`config.mk`:
```
export PLATFORM = sky130hd
export DESIGN_NAME = dma_burst_scheduler
export DESIGN_NICKNAME = d
export VERILOG_FILES = /design/src/rtl/ml_accel_pkg.sv /design/src/rtl/dma_burst_len_calc.sv /design/src/rtl/dma_burst_scheduler.sv
export SDC_FILE = /design/constraint.sdc
export NUM_CORES = 1
export LEC_CHECK = 0
export BUFFER_PORTS_ARGS = -buffer_cell sky130_fd_sc_hd__buf_4
export CAP_MARGIN = 20
export CORE_UTILIZATION = 35
export DETAILED_ROUTE_END_ITERATION = 10
export GPL_ROUTABILITY_DRIVEN = 1
export GPL_TIMING_DRIVEN = 0
export REMOVE_ABC_BUFFERS = 1
export SLEW_MARGIN = 20
export SYNTH_ARGS = -nofsm -noshare
export SYNTH_HDL_FRONTEND = slang
export SYNTH_HIERARCHICAL = 1
export SYNTH_SLANG_ARGS = --single-unit
```
`constraint.sdc`:
```
create_clock -name clk -period 9.3 [get_ports clk]
set_input_delay 1.86 -clock clk [delete_from_list [all_inputs] [get_ports clk]]
set_output_delay 1.86 -clock clk [all_outputs]
set_load 0.02 [all_outputs]
```
`src/rtl/ml_accel_pkg.sv`:
```
// Shared constants and the DMA scheduler state encoding.
package ml_accel_pkg;

   localparam int DMA_BEAT_BYTES = 16;
   localparam int DMA_MAX_BURST  = 16;
   localparam int DMA_PAGE_BYTES = 4096;

   typedef enum logic [2:0] {
      IDLE  = 3'd0,
      ISSUE = 3'd1,
      DRAIN = 3'd2,
      DONE  = 3'd3,
      ERR   = 3'd4
   } dma_state_e;

endpackage

```
`src/rtl/dma_burst_len_calc.sv`:
```
// Burst length for the next AR: min(remaining beats, MAX_BURST) and, when
// DMA_SCHED_4K_SPLIT_EN is defined, also the beats left before the next
// 4 KB page boundary so no burst straddles a page.
module dma_burst_len_calc
   import ml_accel_pkg::*;
#(
   parameter int BEAT_BYTES = DMA_BEAT_BYTES,
   parameter int MAX_BURST  = DMA_MAX_BURST
) (
`ifdef DMA_SCHED_4K_SPLIT_EN
   input  logic [$clog2(DMA_PAGE_BYTES)-1:0] page_off,
`endif
   input  logic [31:0]                       remaining_beats,
   output logic [31:0]                       len
);

   localparam int PAGE_W = $clog2(DMA_PAGE_BYTES);

   logic [31:0] burst_cap;

   // Clamp the remaining transfer to the largest allowed burst.
   always_comb begin
      burst_cap = remaining_beats;
      if (remaining_beats > 32'(MAX_BURST)) begin
         burst_cap = 32'(MAX_BURST);
      end
   end

`ifdef DMA_SCHED_4K_SPLIT_EN
   logic [PAGE_W:0] page_left;
   logic [31:0]     page_beats;

   // Beats that fit between the current address and the next page boundary.
   always_comb begin
      page_left  = (PAGE_W+1)'(DMA_PAGE_BYTES) - {1'b0, page_off};
      page_beats = 32'(page_left / (PAGE_W+1)'(BEAT_BYTES));
      len        = (page_beats < burst_cap) ? page_beats : burst_cap;
   end
`else
   // Without page splitting the clamped length is the burst length.
   always_comb begin
      len = burst_cap;
   end
`endif

endmodule

```
`src/rtl/dma_burst_scheduler.sv`:
```
// DMA read burst scheduler: splits an aligned transfer into AXI AR bursts,
// keeps at most MAX_OUTSTANDING bursts in flight and reports done/error once
// every issued burst has returned its last beat.
// Optional feature macro: DMA_SCHED_4K_SPLIT_EN (no burst crosses 4 KB).
//
// state | meaning
// IDLE  | waiting for start
// ISSUE | issuing AR bursts while beats remain
// DRAIN | all ARs issued, waiting for outstanding rlast beats
// DONE  | one-cycle done pulse
// ERR   | one-cycle error pulse (bad alignment or error response)
module dma_burst_scheduler
   import ml_accel_pkg::*;
#(
   parameter int ADDR_W          = 32,
   parameter int BEAT_BYTES      = DMA_BEAT_BYTES,
   parameter int MAX_BURST       = DMA_MAX_BURST,
   parameter int MAX_OUTSTANDING = 4
) (
   input  logic              clk,
   input  logic              rst_n,
   input  logic              start,
   input  logic [ADDR_W-1:0] base_addr,
   input  logic [31:0]       size_bytes,
   output logic              busy,
   output logic              done,
   output logic              error,
   output logic [ADDR_W-1:0] m_axi_araddr,
   output logic [7:0]        m_axi_arlen,
   output logic              m_axi_arvalid,
   input  logic              m_axi_arready,
   input  logic              m_axi_rvalid,
   input  logic              m_axi_rready,
   input  logic              m_axi_rlast,
   input  logic [1:0]        m_axi_rresp
);

   localparam int OUT_W = $clog2(MAX_OUTSTANDING + 1);

   dma_state_e        state, state_nxt;
   logic [ADDR_W-1:0] cur_addr;
   logic [31:0]       remaining_beats;
   logic [OUT_W-1:0]  outstanding;
   logic              err_flag;
   logic [31:0]       len;
   logic              misaligned;
   logic              accept_xfer;
   logic              ar_hs;
   logic              r_hs;
   logic              r_last_hs;

   dma_burst_len_calc #(
      .BEAT_BYTES (BEAT_BYTES),
      .MAX_BURST  (MAX_BURST)
   ) u_len_calc (
`ifdef DMA_SCHED_4K_SPLIT_EN
      .page_off        (cur_addr[$clog2(DMA_PAGE_BYTES)-1:0]),
`endif
      .remaining_beats (remaining_beats),
      .len             (len)
   );

   assign misaligned  = ((base_addr % ADDR_W'(BEAT_BYTES)) != '0) ||
                        ((size_bytes % 32'(BEAT_BYTES)) != '0);
   assign accept_xfer = (state == IDLE) && start && !misaligned && (size_bytes != '0);
   assign ar_hs       = m_axi_arvalid && m_axi_arready;
   assign r_hs        = m_axi_rvalid && m_axi_rready;
   assign r_last_hs   = r_hs && m_axi_rlast;

   // AR address/length only reflect the burst while it is offered, zero otherwise.
   assign m_axi_araddr = m_axi_arvalid ? cur_addr : '0;
   assign m_axi_arlen  = m_axi_arvalid ? 8'(len - 32'd1) : '0;

   // State register.
   always_ff @(posedge clk) begin
      if (!rst_n) begin
         state <= IDLE;
      end else begin
         state <= state_nxt;
      end
   end

   // Next-state and state-decoded outputs.
   always_comb begin
      state_nxt     = state;
      busy          = 1'b0;
      done          = 1'b0;
      error         = 1'b0;
      m_axi_arvalid = 1'b0;
      case (state)
         IDLE: begin
            if (start) begin
               if (misaligned) begin
                  state_nxt = ERR;
               end else if (size_bytes == '0) begin
                  state_nxt = DONE;
               end else begin
                  state_nxt = ISSUE;
               end
            end
         end
         ISSUE: begin
            busy          = 1'b1;
            m_axi_arvalid = (outstanding < OUT_W'(MAX_OUTSTANDING));
            if (m_axi_arvalid && m_axi_arready && (len == remaining_beats)) begin
               state_nxt = DRAIN;
            end
         end
         DRAIN: begin
            busy = 1'b1;
            if (outstanding == '0) begin
               state_nxt = err_flag ? ERR : DONE;
            end
         end
         DONE: begin
            done      = 1'b1;
            state_nxt = IDLE;
         end
         ERR: begin
            error     = 1'b1;
            state_nxt = IDLE;
         end
         default: state_nxt = IDLE;
      endcase
   end

   // Transfer progress, in-flight burst count and sticky response error.
   always_ff @(posedge clk) begin
      if (!rst_n) begin
         cur_addr        <= '0;
         remaining_beats <= '0;
         outstanding     <= '0;
         err_flag        <= 1'b0;
      end else begin
         if (accept_xfer) begin
            cur_addr        <= base_addr;
            remaining_beats <= size_bytes / 32'(BEAT_BYTES);
         end else if (ar_hs) begin
            cur_addr        <= cur_addr + ADDR_W'(len) * ADDR_W'(BEAT_BYTES);
            remaining_beats <= remaining_beats - len;
         end

         if (ar_hs && !r_last_hs) begin
            outstanding <= outstanding + 1'b1;
         end else if (!ar_hs && r_last_hs && (outstanding != '0)) begin
            outstanding <= outstanding - 1'b1;
         end

         if ((state == DONE) || (state == ERR)) begin
            err_flag <= 1'b0;
         end else if (r_hs && (m_axi_rresp != 2'b00)) begin
            err_flag <= 1'b1;
         end
      end
   end

endmodule

```
* Yosys cells after proc, flatten, opt, wreduce, memory -nomap -nowiden *
Cells that the tools add are included.

word-level totals
  bits in registers = 71
  bits of input ports = 73
  output and inout bits = 44
  word-level logic and storage cells = 73

operators by class
  $add $sub $neg = 5
  magnitude comparators = 2
  eq/ne operators = 8
  mux-type cells = 20
  bitwise operators = 1
  reduce and logical (&&, ||, !) cells = 31

operators by type and width
  cell                   number
  $mux W32               4
  $reduce_bool A32 Y1    3
  $mux W28               2
  $add A32 B32 Y32       1
  $eq A32 B32 Y1         1
  $gt A32 B5 Y1 const B  1
  $logic_not A32 Y1      1
  $sub A32 B32 Y32       1
  $mux W3                7
  $logic_and A1 B1 Y1    12
  $pmux W3 S3            1
  $mux W8                1
  $sub A8 B1 Y8 const B  1
  $eq A3 B2 Y1 const B   2
  $logic_not A3 Y1       2
  $ne A2 B2 Y1 const B   3
  $reduce_bool A2 Y1     3
  $reduce_or A2 Y1       3
  $mux W1                4
  $add A3 B1 Y3 const B  1
  $eq A3 B1 Y1 const B   1
  $eq A3 B3 Y1 const B   1
  $logic_not A1 Y1       3
  $lt A3 B3 Y1 const B   1
  other kinds (6)        7

* Logic depth before layout (Yosys ltp) *
  depth after elaboration = 8
  gate-level depth with buffers = 15
  mapped depth without buffers = 15

* By module *
Netlist, hierarchy kept.

by module, submodules not included
  module               times used  cells each  area an instance (µm²)  sequential area each (µm²)
  dma_burst_scheduler  1           863         6,565.0                 1,421.4
  dma_burst_len_calc   1           46          310.3                   0.0

* Least setup slack after synthesis *
No wires, ideal clock.

  path kind = flip-flop to output port
  start = reg remaining_beats[20]
  end = out m_axi_arlen[4]
  arrival time = 2.176 ns
  required time = 7.440 ns
  path slack = 5.264 ns
  stages on the path, launching flop included = 9
  path buffers = 0
  path through = dfxtp_1 -> nor4_1 -> nand4_1 -> nor3_1 -> inv_1 -> ha_1 -> and3_1 -> xnor2_1 -> nor2_1

on the way
  longest elaborated chain between the ends = 4

RTL lines
  what                    line                        RTL
  start, declared         dma_burst_scheduler.sv:42   logic [31:0] remaining_beats;
  start signal, assigned  dma_burst_scheduler.sv:137  remaining_beats <= size_bytes / 32'(BEAT_BYTES);
  start signal, assigned  dma_burst_scheduler.sv:140  remaining_beats <= remaining_beats - len;
  $gt A32 B5 Y1           dma_burst_len_calc.sv:24    if (remaining_beats > 32'(MAX_BURST)) begin
  $mux W32                dma_burst_len_calc.sv:24
  net len[1]              dma_burst_scheduler.sv:45   logic [31:0] len;
  $sub A8 B1 Y8           dma_burst_scheduler.sv:72   assign m_axi_arlen = m_axi_arvalid ? 8'(len - 32'd1) : '0;
  $mux W8                 dma_burst_scheduler.sv:72
  end, declared           dma_burst_scheduler.sv:29   output logic [7:0] m_axi_arlen,

The timed path passes the listed nets, and every way through them passes these cells.

* Worst setup path after layout *
  start = reg remaining_beats[29]
  end = out m_axi_arlen[4]

Same word-level chain as after synthesis.

==> results.sh <==
export IMPL_ys_warnings_count=6
export IMPL_grt_ovfl_total=0
export IMPL_clock_latency_ps=350
export IMPL_synth_sequential_area_ratio=0.207
export IMPL_ctsHoldBuffers=0
export IMPL_timing_hold_violations_final=0
export IMPL_routed_wirelength_um=19800
export IMPL_grt_start_max_net_pins=61
export IMPL_unique_cell_type_count_in_the_yosys_netlist=79
export IMPL_worstSetupPathType="reg -> out"
export IMPL_max_slew_margin=0.387
export IMPL_detail_route_vias_per_cell=5.30
export IMPL_worst_endpoint_arrival_ps=3160
export IMPL_post_synth_inst_count=909
export IMPL_critical_path_cell_chain="nor4_1 -> nand4_1 -> nor3_1 -> inv_1 -> ha_1 -> and3_1 -> xnor2_1 -> nor2_1 -> buf_4"
export IMPL_numCtsBuffers=9
export IMPL_fin_crit_ps=5020
export IMPL_core_rowCount=50
export IMPL_power_density_nw_per_um2=93.8
export IMPL_synth_enable_flop_cells=0
export IMPL_die_x_um=142
export IMPL_rsz0062_at_grt="no"
export IMPL_final_setup_tns_ps=0
export IMPL_max_cap_viol_count=0
export IMPL_clk_path_buf_depth=2
export IMPL_max_clock_freq_ghz=0.199
export IMPL_setup_worst_path_end_class="primary output"
export IMPL_clock_sink_count=71
export IMPL_predominant_post_synthesis_flop_cell="sky130_fd_sc_hd__dfxtp_1"
export IMPL_worstPathRequired_ps=7440
export IMPL_irDropWorstVdd_v=0.0000922
export IMPL_mappedNetlistArea_um2=6880
export IMPL_cts_max_level=3
export IMPL_grt_pass1_vias=6425
export IMPL_final_setup_viol_count=0
export IMPL_grtUsageTotal=0.203
export IMPL_final_layout_size_suffix_gt1_frac=0.169
export IMPL_post_cts_setup_buffer_count=0
export IMPL_syn_mean_instance_area_um2=7.56
export IMPL_root_buffer="sky130_fd_sc_hd__clkbuf_16"
export IMPL_io_pins=117
export IMPL_leakage_power_summed_over_all_cells_nw=3.51
export IMPL_skew_ps=4.11
export IMPL_number_of_max_slew_violations_in_the_final_report=0
export IMPL_ys_ff_latch=71
export IMPL_place_congestion=0.866
export IMPL_grt_first_pass_wirelength_um=32300
export IMPL_worst_path_largest_cell_delay_ps=600
export IMPL_tritoncts="done"
export IMPL_outcome="finished clean"
export IMPL_nFillCells=2003
export IMPL_clk_pin_slew_ps=60
export IMPL_final_ant_viol_nets=0
export IMPL_first_pass_iters=5
export IMPL_drt_drc_violations_left=0
export IMPL_fin_crit_sh=0.540
export IMPL_antenna_cells_inserted=0
export IMPL_core_area_um2=19000
export IMPL_wire_per_inst_um=15.6
export IMPL_port_buffer_count=116
export IMPL_cp_start_kind="register"
export IMPL_cp_num_buf_inv=2
export IMPL_final_hold_worst_slack_ps=452
export IMPL_worst_path_max_delay_cell="sky130_fd_sc_hd__nor3_1"
export IMPL_drt_first_iter_violations=332
export IMPL_finish_net_count=1137
export IMPL_y_dimension_of_the_die_um=142
export IMPL_timing_critical_path_fanout_max=5
export IMPL_worst_hold_path_type="reg -> reg"
export IMPL_layoutNonFillerInstCount=1266
export IMPL_synthToLayoutAreaGrowth_pct=20.2
export IMPL_hpwl_um=15300
export IMPL_antenna_found_initial=0
export IMPL_cp_top_family="simple AND/OR/NAND/NOR gates"
export IMPL_starting_density=0.363
export IMPL_tightest_slew_ps=919
export IMPL_postCtsResizedCells=0
export IMPL_synthArstFlopShare=0
export IMPL_die_ar_um2=20200
export IMPL_dpl_cell_count=1251
export IMPL_vias=6706
-- cell type report --
| type | instances | area, um2 | share of cell area |
|---|---|---|---|
| Clock buffer | 12 | 256 | 0.0310 |
| Inverter | 52 | 198 | 0.0239 |
| Timing Repair Buffer | 121 | 1010 | 0.122 |
| Clock inverter | 3 | 42.5 | 0.00515 |
| Multi-Input combinational cell | 747 | 5010 | 0.606 |
| Sequential cell | 71 | 1420 | 0.172 |
| Tap cell | 260 | 325 | 0.0394 |
-- cell usage after synthesis (all sizes together), types with 3 or more instances --
cell type  count  area [um2]
a211oi         5        55.1
o211ai         5        42.5
a21o          29         218
nand4         11        68.8
fa             3        60.1
a221oi        11        96.3
or2            3        18.8
a21oi         91         489
nand2         68         255
xnor2         33         289
xor2          11        96.3
o31ai          4        48.8
a31o           3        26.3
a31oi          4        25.0
clkbuf        25        97.6
mux2i          6        60.1
o21bai         8        60.1
o21ai         46         230
a21boi         3        22.5
nor3          29         145
o22ai          5        31.3
nand2b         9        56.3
and2          41         257
o21a           7        52.6
a22oi         44         330
o2111ai        3        26.3
nand3b         7        52.6
nor2b         11        68.8
inv           52         195
nor2          68         258
nand3         18        95.1
nor4          19         125
buf           40         265
nor3b          7        52.6
or3            9        61.3
ha            59         738
dfxtp         71        1420
and3          12        82.6
-- through the flow --
stage               worst slack (ps)  utilization  total power, W  area [um2]
floorplan                       3280            -        0.000372        6610
global placement                -188        0.412        0.000414        7810
detailed placement              4400        0.420        0.000414        7960
CTS                             4240        0.436        0.000783        8260
global route                    4100        0.436        0.000807        8260
finish                          4280        0.436        0.000775        8260
-- where the power goes --
group	switching (W)	internal (W)	leakage (nW)
logic	0.0000571	0.0000468	2.80
clock network	0.000144	0.000221	0.145
registers	0.00000110	0.000305	0.572
total	0.000202	0.000573	3.51
-- cell families (layout without fill, tap and decap cells) --
family,after synthesis,count (layout),share of synthesized area
xor gates and xnor gates,44,44,0.0561
and+or+nand+nor,319,319,0.241
DFF,71,71,0.207
AOI/OAI and AO/OA,287,287,0.287
muxes,8,8,0.0120
adders and majority gates,62,62,0.116
other,1,27,0.000545
buffers and inverters,117,188,0.0812
-- per-layer routing --
metal,vias to the layer above,global-route usage,routed length (um)
met5,-,0,0
met4,0,0.0606,312
met3,20,0.0323,926
met2,138,0.347,9430
met1,3081,0.259,9130
li1,3467,-,-
-- flip-flops by register name, indices dropped and copies added, names as in the netlist --
register	flops
cur_addr	32
remaining_beats	32
outstanding	3
state	3
err_flag	1
-- placed cells by master (no fill, tap or decap), types with 7 or more instances in the layout --
cell type	n
sky130_fd_sc_hd__xor2_1	11
sky130_fd_sc_hd__conb_1	27
sky130_fd_sc_hd__nand3b_1	7
sky130_fd_sc_hd__and3_1	9
sky130_fd_sc_hd__nand2_1	67
sky130_fd_sc_hd__o21a_1	7
sky130_fd_sc_hd__a21o_1	29
sky130_fd_sc_hd__inv_1	51
sky130_fd_sc_hd__nand4_1	11
sky130_fd_sc_hd__o21ai_1	17
sky130_fd_sc_hd__and2_1	40
sky130_fd_sc_hd__nand3_1	17
sky130_fd_sc_hd__nor2_1	66
sky130_fd_sc_hd__xnor2_1	33
sky130_fd_sc_hd__nor2b_1	11
sky130_fd_sc_hd__a21oi_1	84
sky130_fd_sc_hd__nor3_1	29
sky130_fd_sc_hd__nor3b_1	7
sky130_fd_sc_hd__o21bai_1	8
sky130_fd_sc_hd__clkbuf_16	9
sky130_fd_sc_hd__o21ai_0	29
sky130_fd_sc_hd__or3_1	8
sky130_fd_sc_hd__buf_4	116
sky130_fd_sc_hd__nand2b_1	9
sky130_fd_sc_hd__a22oi_1	44
sky130_fd_sc_hd__dfxtp_1	71
sky130_fd_sc_hd__nor4_1	18
sky130_fd_sc_hd__a221oi_1	11
sky130_fd_sc_hd__ha_1	59
-- path summary, 6_finish.rpt --
kind	start	to	slack, ps	cells past startpoint
min reg2reg	cur_addr[2]	cur_addr[2]	450	1
max reg2reg	remaining_beats[29]	cur_addr[28]	4820	15
min	cur_addr[2]	cur_addr[2]	450	1
max	remaining_beats[29]	m_axi_arlen[4]	4280	9
(Power assumes the default switching activity.)
